<file path="config.mk">
export PLATFORM = sky130hd
export DESIGN_NAME = sram_1r1w_be
export DESIGN_NICKNAME = d
export VERILOG_FILES = /design/src/rtl/sram_1r1w_be.sv
export SDC_FILE = /design/constraint.sdc
export NUM_CORES = 1
export LEC_CHECK = 0
export CAP_MARGIN = 20
export CORE_MARGIN = 1.5
export CORE_UTILIZATION = 43
export CTS_BUF_LIST = sky130_fd_sc_hd__clkbuf_8
export DETAILED_ROUTE_END_ITERATION = 6
export PLACE_DENSITY_LB_ADDON = 0.08
export SKIP_LAST_GASP = 1
export SLEW_MARGIN = 20
export SYNTH_ARGS = -nofsm -noshare
export SYNTH_HDL_FRONTEND = slang
export SYNTH_SLANG_ARGS = --single-unit
</file>
<file path="constraint.sdc">
create_clock -name clk -period 5.7 [get_ports clk]
set_clock_uncertainty 0.05 [all_clocks]
set_input_delay 1.14 -clock clk [delete_from_list [all_inputs] [get_ports clk]]
set_output_delay 1.14 -clock clk [all_outputs]
set_load 0.05 [all_outputs]
</file>
<file path="src/rtl/sram_1r1w_be.sv">
// rtl/sram_1r1w_be.sv - 1R1W synchronous memory with byte enables, registered read and clear sequencer
module sram_1r1w_be #(
  parameter int DATA_W   = 32,
  parameter int LANE_W   = 8,
  parameter int ADDR_W   = 5,
  parameter int DEPTH    = 32,
  parameter int RDW_MODE = 0
) (
  input  logic                     clk,
  input  logic                     rst,
  input  logic                     clr_req,
  output logic                     busy,
  input  logic                     wr_en,
  input  logic [ADDR_W-1:0]        wr_addr,
  input  logic [DATA_W/LANE_W-1:0] wr_be,
  input  logic [DATA_W-1:0]        wr_data,
  input  logic                     rd_en,
  input  logic [ADDR_W-1:0]        rd_addr,
  output logic [DATA_W-1:0]        rd_data,
  output logic                     rd_valid,
  output logic                     rd_err
);

  localparam int LANES = DATA_W / LANE_W;
  // One extra bit so DEPTH == 2**ADDR_W is representable in range checks.
  localparam logic [ADDR_W:0]   DEPTH_X   = (ADDR_W+1)'(DEPTH);
  localparam logic [ADDR_W-1:0] LAST_ADDR = ADDR_W'(DEPTH - 1);

  typedef enum logic {S_CLEAR, S_READY} state_t;

  state_t              state, state_next;
  logic [ADDR_W-1:0]   clr_ptr, clr_ptr_next;
  logic [DATA_W-1:0]   mem [DEPTH];
  logic                wr_fire, rd_fire;
  logic                wr_in_range, rd_in_range;
  logic [DATA_W-1:0]   rd_word;

  assign wr_in_range = {1'b0, wr_addr} < DEPTH_X;
  assign rd_in_range = {1'b0, rd_addr} < DEPTH_X;

  // Next-state and port gating: clearing owns the array, clr_req preempts same-cycle accesses.
  always_comb begin
    state_next   = state;
    clr_ptr_next = clr_ptr;
    busy         = 1'b1;
    wr_fire      = 1'b0;
    rd_fire      = 1'b0;
    case (state)
      S_CLEAR: begin
        clr_ptr_next = clr_ptr + 1'b1;
        if (clr_ptr == LAST_ADDR) begin
          state_next = S_READY;
        end
      end
      S_READY: begin
        busy = 1'b0;
        if (clr_req) begin
          state_next   = S_CLEAR;
          clr_ptr_next = '0;
        end else begin
          wr_fire = wr_en && wr_in_range;
          rd_fire = rd_en;
        end
      end
    endcase
  end

  // State register; reset from any state restarts the clear at word 0.
  always_ff @(posedge clk) begin
    if (rst) begin
      state   <= S_CLEAR;
      clr_ptr <= '0;
    end else begin
      state   <= state_next;
      clr_ptr <= clr_ptr_next;
    end
  end

  // Array update: one zeroed word per cycle while clearing, otherwise lane-masked writes.
  always_ff @(posedge clk) begin
    if (!rst) begin
      if (state == S_CLEAR) begin
        mem[clr_ptr] <= '0;
      end else if (wr_fire) begin
        for (int k = 0; k < LANES; k++) begin
          if (wr_be[k]) begin
            mem[wr_addr][k*LANE_W +: LANE_W] <= wr_data[k*LANE_W +: LANE_W];
          end
        end
      end
    end
  end

  // Read word selection, merging in the concurrent write's enabled lanes in bypass mode.
  always_comb begin
    rd_word = mem[rd_addr];
    if (RDW_MODE != 0 && wr_fire && wr_addr == rd_addr) begin
      for (int k = 0; k < LANES; k++) begin
        if (wr_be[k]) begin
          rd_word[k*LANE_W +: LANE_W] = wr_data[k*LANE_W +: LANE_W];
        end
      end
    end
  end

  // Registered read port; out-of-range reads return zero with an error pulse.
  always_ff @(posedge clk) begin
    if (rst) begin
      rd_data  <= '0;
      rd_valid <= 1'b0;
      rd_err   <= 1'b0;
    end else if (rd_fire) begin
      rd_valid <= 1'b1;
      if (rd_in_range) begin
        rd_data <= rd_word;
        rd_err  <= 1'b0;
      end else begin
        rd_data <= '0;
        rd_err  <= 1'b1;
      end
    end else begin
      rd_valid <= 1'b0;
      rd_err   <= 1'b0;
    end
  end

endmodule

</file>
Word-level counts from Yosys, hierarchy flattened

Memories as Yosys holds them, arrays and structs flattened. A register that Yosys moved wholly into a read port is not among the register bits.
Cells that the tools add are included.

Output and inout bits: 35
Register bits after elaboration: 7
Bits in writable memories: 1,024
Memories: 1
Input bits: 51
Word-level logic and storage cells: 45

Memory list:

| name | depth | width | rd ports | clocked after Yosys merged registers in | wr ports | line | RTL |
|---|---|---|---|---|---|---|---|
| mem  | 32    | 32    | 1        | 1                                       | 1        | 33   | `logic [DATA_W-1:0] mem [DEPTH];` |

Add/subtract/negate cells: 1
Eq/ne operators: 2
Mux-type cells: 36
Reductions and logical operators: 1
Bitwise operators: 1

Operator list:

| kind                | count |
|---|---|
| $mux 32             | 1 |
| $reduce_or 32->1    | 1 |
| $mux 1              | 30 |
| $mux 5              | 2 |
| $pmux 5 s2          | 1 |
| $add 5x1->5 const B | 1 |
| $eq 5x5->1 const B  | 1 |
| $mux 4              | 1 |
| $ne 2x2->1 const B  | 1 |
| $pmux 1 s2          | 1 |
| $not 1->1           | 1 |

Longest topological paths before layout

Gate-level depths: netlist of the first run.

Word-level depth: 8
Mapped depth: 8
Depth with buffers taken out: 5

Worst setup path before layout of the first run

No wires, ideal clock.

Kind: input -> register
From: input rst
To: memory mem[3][0] (enable)
Buffers on the path: 2
Path slack: 2.394 ns
Cell stages on the path: 6
Library setup time: 0.371 ns
Required time: 5.279 ns
Arrival time: 2.885 ns
Cell sequence: clkbuf_1 > nor4b_2 > buf_2 > mux2i_1 > nand2_1 > nor2_1

Cells in the longest elaborated chain, start to end: 4
Elaborated cells between the ends (all ways): 13
Classes of those cells: 12 x mux; 1 x reduce/logical

Ends and longest elaborated chain:

| item                                                     | line | RTL |
|---|---|---|
| from (decl)                                              | 10   | `input logic rst,` |
| $mux 1                                                   | 81   | `if (!rst) begin` |
| $mux 1 (not written as such)                             | 87   | `mem[wr_addr][k*LANE_W +: LANE_W] <= wr_data[k*LANE_W +: LANE_W];` |
| $reduce_or 32->1 (no source line)                        | -    |  |
| $mux 5 (no source line) / $mux 4 (equally long branches) | -    |  |
| to (decl)                                                | 33   |  |

Several ways; a longest one is shown, not always the timed one.

Worst setup path in the final report of the first run

From: input clr_req
To: memory mem[4][27] (enable)

Cells in the longest elaborated chain, start to end: 8
Elaborated cells between the ends (all ways): 21
Classes of those cells: 20 x mux; 1 x reduce/logical

Ends and longest elaborated chain:

| item                                                     | line | RTL |
|---|---|---|
| from (decl)                                              | 11   | `input logic clr_req,` |
| $mux 1 (*)                                               | 57   | `if (clr_req) begin` |
| $mux 1 (*)                                               | 48   | `case (state)` |
| $mux 1                                                   | 84   | `end else if (wr_fire) begin` |
| $mux 1                                                   | 82   | `if (state == S_CLEAR) begin` |
| $mux 1                                                   | 81   |  |
| $mux 1 (not written as such)                             | 87   |  |
| $reduce_or 32->1 (no source line)                        | -    |  |
| $mux 5 (no source line) / $mux 4 (equally long branches) | -    |  |

Mark *: on every way between the ends. The rest lies on a longest branch, timed or not.

==> results.py, run 1 <==
metrics = {
    "worst_setup_path": {
        "path_delay_family": "buffers and inverters",
        "slowest_delay_ns": 0.84,
        "path_buf_inv": 3,
        "start_kind": "input pin",
        "critPathArrivalTime_ns": 4.78,
        "path_max_fanout": 37,
        "crit_type": "in2reg",
        "crit_path_cell_trace": "clkdlybuf4s50_1 -> nand2b_1 -> nor4b_4 -> buf_4 -> nor2_1 -> a31oi_1 -> buf_4 -> nor2_1",
        "worst_ep_required_time_ns": 6.16,
        "cpMaxStageDelayCell": "a31oi_1",
        "endpoint_kind": "flop",
    },
    "cells_and_area": {
        "nNetsFinal": 2784,
        "drive_gt1_share_pct": 14.55,
        "stdcell_area_sq_mm": 0.04821,
        "syn2layout_area_growth_pct": 14.17,
        "fin_util_pct": 49.71,
    },
    "detailed_routing": {
        "final_antenna_net_count": 0,
        "dr.pass1.iters": 6,
        "viasPerCell": 5.556,
        "wl_um": 109500,
        "vias": 23060,
        "drc": 0,
        "drt_iter0_drc": 2225,
        "wire_per_inst_um": 26.38,
    },
    "sta": {
        "fin_crit_sh_pct": 75.78,
        "layout_min_cycle_time_ns": 4.320,
        "max_freq_mhz": 231.5,
        "maxSlewHeadroom_pct": 23.71,
        "rsz0062_at_grt": "no",
        "worst_slew_pin_slew_ns": 1.139,
        "setup_viol": 0,
        "slew_violations": 0,
        "fin_setup_tns_ns": 0,
        "hold_viol_final": 0,
    },
    "placed_design": {
        "io_buffers": 84,
        "gp_congestion": 0.8209,
        "dpl.hpwl_um": 68010,
        "dpl-instance-area_sq_mm": 0.04503,
    },
    "hold_path": {
        "min_path_type": "reg2reg",
    },
    "die": {
        "dieArea_sq_mm": 0.1001,
        "die_h_um": 316.4,
        "io_pins": 86,
        "rows": 114,
        "core_area_sq_mm": 0.09699,
        "initial_utilization_pct": 43.54,
        "die_w_um": 316.4,
    },
    "synthesis": {
        "yosysTopAreaCell": "edfxtp_1",
        "postSynth.asyncResetShare_pct": 0,
        "ys_seq_elements": 1063,
        "synth-edff-count": 1024,
        "synth_ff_type": "edfxtp_1",
        "synth_area_leaders": "edfxtp_1, mux2i_1, a22oi_1, dfxtp_1, a21oi_1",
        "synth_top_area_share_pct": 72.81,
        "syn_avg_cell_area_sq_um": 17.02,
        "synth_most_common_cell": "edfxtp_1",
        "synth_commonest_cells": "edfxtp_1, mux2i_1, a22oi_1",
        "synth_warnings": 0,
        "yosysUniqueCellTypes": 34,
        "synth_fp_nets": 2534,
        "netlist_instances": 2481,
        "synth-seq-area-share_pct": 74.66,
        "syn_area_sq_mm": 0.04223,
    },
    "clocking": {
        "postCtsSetupRepairBufs": 0,
        "post_cts_resized": 0,
        "numCtsBuffers": 170,
        "cts_hold_buf": 0,
        "cts-root-buf": "clkbuf_8",
        "clock_latency_ns": 0.83,
        "htreeDepth": 4,
        "clock_path_buffers": 3,
        "clk_pin_slew_ns": 0.06,
        "cts_sinks": 1063,
        "cts_tree": "done",
    },
    "job": {
        "cap_violations": 0,
    },
    "grt": {
        "grt_max_degree": 129,
        "grt_antenna_before_repair": 4,
        "grt.overflow.total": 0,
        "grt_pass1_wl_um": 158400,
        "grt_pass1_vias": 23270,
        "grt_use_total_pct": 22.03,
    },
    "power": {
        "p_per_area_mw_per_mm2": 317.2,
        "leakage_nw": 18.02,
        "irDropWorstVdd_mv": 0.2277,
    },
    "run_status": {
        "outcome": "finished clean",
    },
}
==> metal layers <==
layer	vias up	track usage, %	part of all wire, %
li1	10400	-	-
met5	-	0	0
met3	149	3.990	5.3
met4	0	6.115	2.0
met1	11740	31.74	46
met2	780	34.44	47
==> metrics by stage <==
step                power (mW)  hold slack, ns  worst slack, ns  instances
floorplan                9.107          0.4904            2.394       2481
global placement         9.360          0.4658           0.6000       3835
CTS                      15.43          0.4851            1.452       4148
detailed placement       9.364          0.4757           0.5638       3835
finish                   15.29          0.4824            1.380       4151
global route             15.80          0.4909            1.256       4149
==> layout make-up <==
type,count,area (sq um)
Fill cell,8107,48780
Sequential cell,1063,31530
Multi-Input combinational cell,1266,9832
Clock buffer,176,2422
Timing Repair Buffer,229,2069
Tap cell,1276,1597
Clock inverter,137,752.0
Antenna cell,3,7.507
Inverter,1,3.754
==> power by group <==
part | switching, mW | internal [mW]
clock network | 2.98 | 3.11
logic | 0.444 | 0.257
registers | 0.0145 | 8.48
==> state kept, by name (all words and copies together) (netlist names) <==
| register | cells |
|---|---|
| state | 1 |
| rd_data | 32 |
| mem | 1024 |
| rd_valid | 1 |
| clr_ptr | 5 |
==> cell usage in the layout (no fill, tap or decap), types with 3 or more instances in the layout <==
cell type,count
a21oi_1,137
bufinv_16,5
mux2i_1,514
nor4_1,7
inv_1,47
clkinv_1,46
o21ai_0,3
and2_2,5
and2_1,27
diode_2,3
nor2b_1,6
clkbuf_8,176
buf_12,11
clkdlybuf4s50_1,82
dfxtp_1,39
a41oi_1,6
or4_1,33
clkinvlp_4,7
inv_6,4
nor2_1,171
nand2_1,27
nor3_1,9
a211oi_2,32
a31oi_1,9
nand2b_1,5
a22oi_1,257
clkinv_2,26
buf_4,135
edfxtp_1,1024
==> worst paths after layout <==
kind / depth (start not counted) / to / slack, ns / start
min reg2reg: 2 / rd_data[4] / 0.48 / rd_data[4]
max reg2reg: 7 / mem[4][27] / 1.91 / state
min: 2 / rd_data[4] / 0.48 / rd_data[4]
max: 8 / mem[4][27] / 1.38 / clr_req
==> cell families after synthesis <==
group                    share of synthesized area [%]
flip-flops                                       74.66
buffers and inverters                            2.184
AO/OA/AOI/OAI                                    7.448
multiplexers                                     12.24
adder cells (fa/ha/maj)                        0.05925
AND/OR/NAND/NOR                                  3.401
other                                         0.008880
==> tightest hold or removal path, delay by kind of cell (launching register included) <==
kind               cells  cell delay, ns
and+or+nand+nor        1            0.12
AOI/OAI and AO/OA      1            0.05
DFF                    1            0.31
No activity file was read; power rests on OpenSTA's default activity.
==> run 2, diff against run 1 <==
- clock period: 5.7 -> 3.6 ns (I/O delays scaled with it)
==> results.py, run 2 (synthesis gave the netlist of run 1 again) <==
metrics = {
    "detailed_routing": {
        "drt_iter0_drc": 2092,
        "wl_um": 110800,
        "vias": 23330,
        "viasPerCell": 5.544,
        "wire_per_inst_um": 26.33,
        "drc": 0,
        "final_antenna_net_count": 0,
        "dr.pass1.iters": 6,
    },
    "die": {
        "core_area_sq_mm": 0.09699,
        "die_w_um": 316.4,
        "dieArea_sq_mm": 0.1001,
        "io_pins": 86,
        "die_h_um": 316.4,
        "initial_utilization_pct": 43.54,
        "rows": 114,
    },
    "grt": {
        "grt_pass1_wl_um": 160400,
        "grt.overflow.total": 0,
        "grt_pass1_vias": 23830,
        "grt_use_total_pct": 22.34,
        "grt_antenna_before_repair": 3,
        "grt_max_degree": 66,
    },
    "worst_setup_path": {
        "path_delay_family": "simple AND/OR/NAND/NOR gates",
        "worst_ep_required_time_ns": 4.03,
        "cpMaxStageDelayCell": "nor4_2",
        "critPathArrivalTime_ns": 3.81,
        "cp.depth": 8,
        "start_kind": "input pin",
        "r2r_cells": 8,
        "timing.rr.end": "mem[14][25]",
        "path_max_fanout": 20,
        "path_buf_inv": 3,
        "slowest_delay_ns": 0.82,
        "r2r-start": "state",
        "crit_type": "in2reg",
        "r2r_slack_ns": 0.34,
        "cp-endpoint": "mem[1][12]",
        "endpoint_kind": "flop",
        "startpoint": "wr_be[0]",
        "crit_path_cell_trace": "clkdlybuf4s50_1 -> nor4_2 -> nor4b_4 -> buf_12 -> nor4_1 -> a31oi_4 -> buf_4 -> nor2_1",
    },
    "cells_and_area": {
        "stdcell_area_sq_mm": 0.04938,
        "stdcell_count": 4209,
        "fillers": 8080,
        "fin_util_pct": 50.91,
        "drive_gt1_share_pct": 15.87,
        "final_common_cell": "edfxtp_1",
        "syn2layout_area_growth_pct": 16.92,
        "mostFrequentLayoutCells": "edfxtp_1, mux2i_1, a22oi_1",
        "nNetsFinal": 2841,
        "regMostFlops": "mem",
        "largest_reg_flops": 1024,
        "top_regs": "mem (1024), rd_data (32), clr_ptr (5)",
    },
    "run_status": {
        "outcome": "finished clean",
    },
    "sta": {
        "setup_slack_ns": 0.2198,
        "layout_min_cycle_time_ns": 3.380,
        "fin_crit_sh_pct": 93.90,
        "max_freq_mhz": 295.8,
        "hold_viol_final": 0,
        "holdWs_ns": 0.4066,
        "slew_violations": 0,
        "setup_viol": 0,
        "worst_slew_pin_slew_ns": 0.9676,
        "maxSlewHeadroom_pct": 35.25,
        "rsz0062_at_grt": "no",
        "fin_setup_tns_ns": 0,
    },
    "hold_path": {
        "min_from": "rst",
        "min_path_type": "in2reg",
    },
    "power": {
        "leakage_nw": 18.51,
        "p_sw_mw": 5.469,
        "p_sw_share_pct": 22.24,
        "p_per_area_mw_per_mm2": 498.1,
        "total_power_mw": 24.59,
        "intPower_mw": 19.12,
        "clkPwrFrac_pct": 40.4,
        "pwr-share-seq_pct": 54.7,
        "irDropWorstVdd_mv": 0.3375,
        "pwr-share-comb_pct": 4.9,
    },
    "clocking": {
        "postCtsSetupRepairBufs": 0,
        "clock_path_buffers": 3,
        "cts_hold_buf": 0,
        "cts_tree": "done",
        "numCtsBuffers": 172,
        "htreeDepth": 4,
        "clk_pin_slew_ns": 0.06,
        "cts-root-buf": "clkbuf_8",
        "clock_latency_ns": 0.84,
        "post_cts_resized": 0,
        "cts_sinks": 1063,
    },
    "placed_design": {
        "dpl.hpwl_um": 70580,
        "dp_cells": 3890,
        "gp_congestion": 0.8382,
        "dpl-instance-area_sq_mm": 0.04609,
        "post-place-ws_ns": -0.5372,
        "io_buffers": 84,
    },
    "job": {
        "cap_violations": 0,
    },
}
==> run 2: worst min-delay path, stage by stage <==
cell and delay (ns):
buf_4 0.15, buf_4 0.30, a211oi_2 0.05
==> run 2: routing by layer <==
layer / GRT usage, % / wire length [um] / up-vias
met1: 31.28 / 48380 / 11820
met5: 0 / 10 / -
met4: 6.926 / 2389 / 2
met3: 5.082 / 8148 / 152
li1: - / - / 10520
met2: 34.83 / 51880 / 841
==> run 2: power by group through the flow <==
stage	Sequential, mW	Combinational [mW]	Clock, mW
floorplan	13.7	0.722	0
global placement	13.7	1.21	0
detailed placement	13.7	1.22	0
CTS	13.5	1.22	10.1
global route	13.5	1.29	10.7
finish	13.5	1.21	9.92
==> run 2: worst min-delay path by stage <==
stage                        to  slack, ns  cells after the start
floorplan                 state       0.49                      2
finish               rd_data[4]       0.41                      3
detailed placement   rd_data[7]       0.47                      2
CTS                  rd_data[4]       0.32                      3
global placement    rd_data[10]       0.47                      2
global route         rd_data[3]       0.36                      3
==> run 2: cell type report <==
cell class                      instances  area [sq um]  area share (%)
Timing Repair Buffer                  284          3108           6.295
Sequential cell                      1063         31530           63.86
Clock buffer                          187          2574           5.212
Antenna cell                            9         22.52         0.04561
Inverter                                1         3.754        0.007602
Multi-Input combinational cell       1266          9847           19.94
Clock inverter                        123         694.4           1.406
Tap cell                             1276          1597           3.233
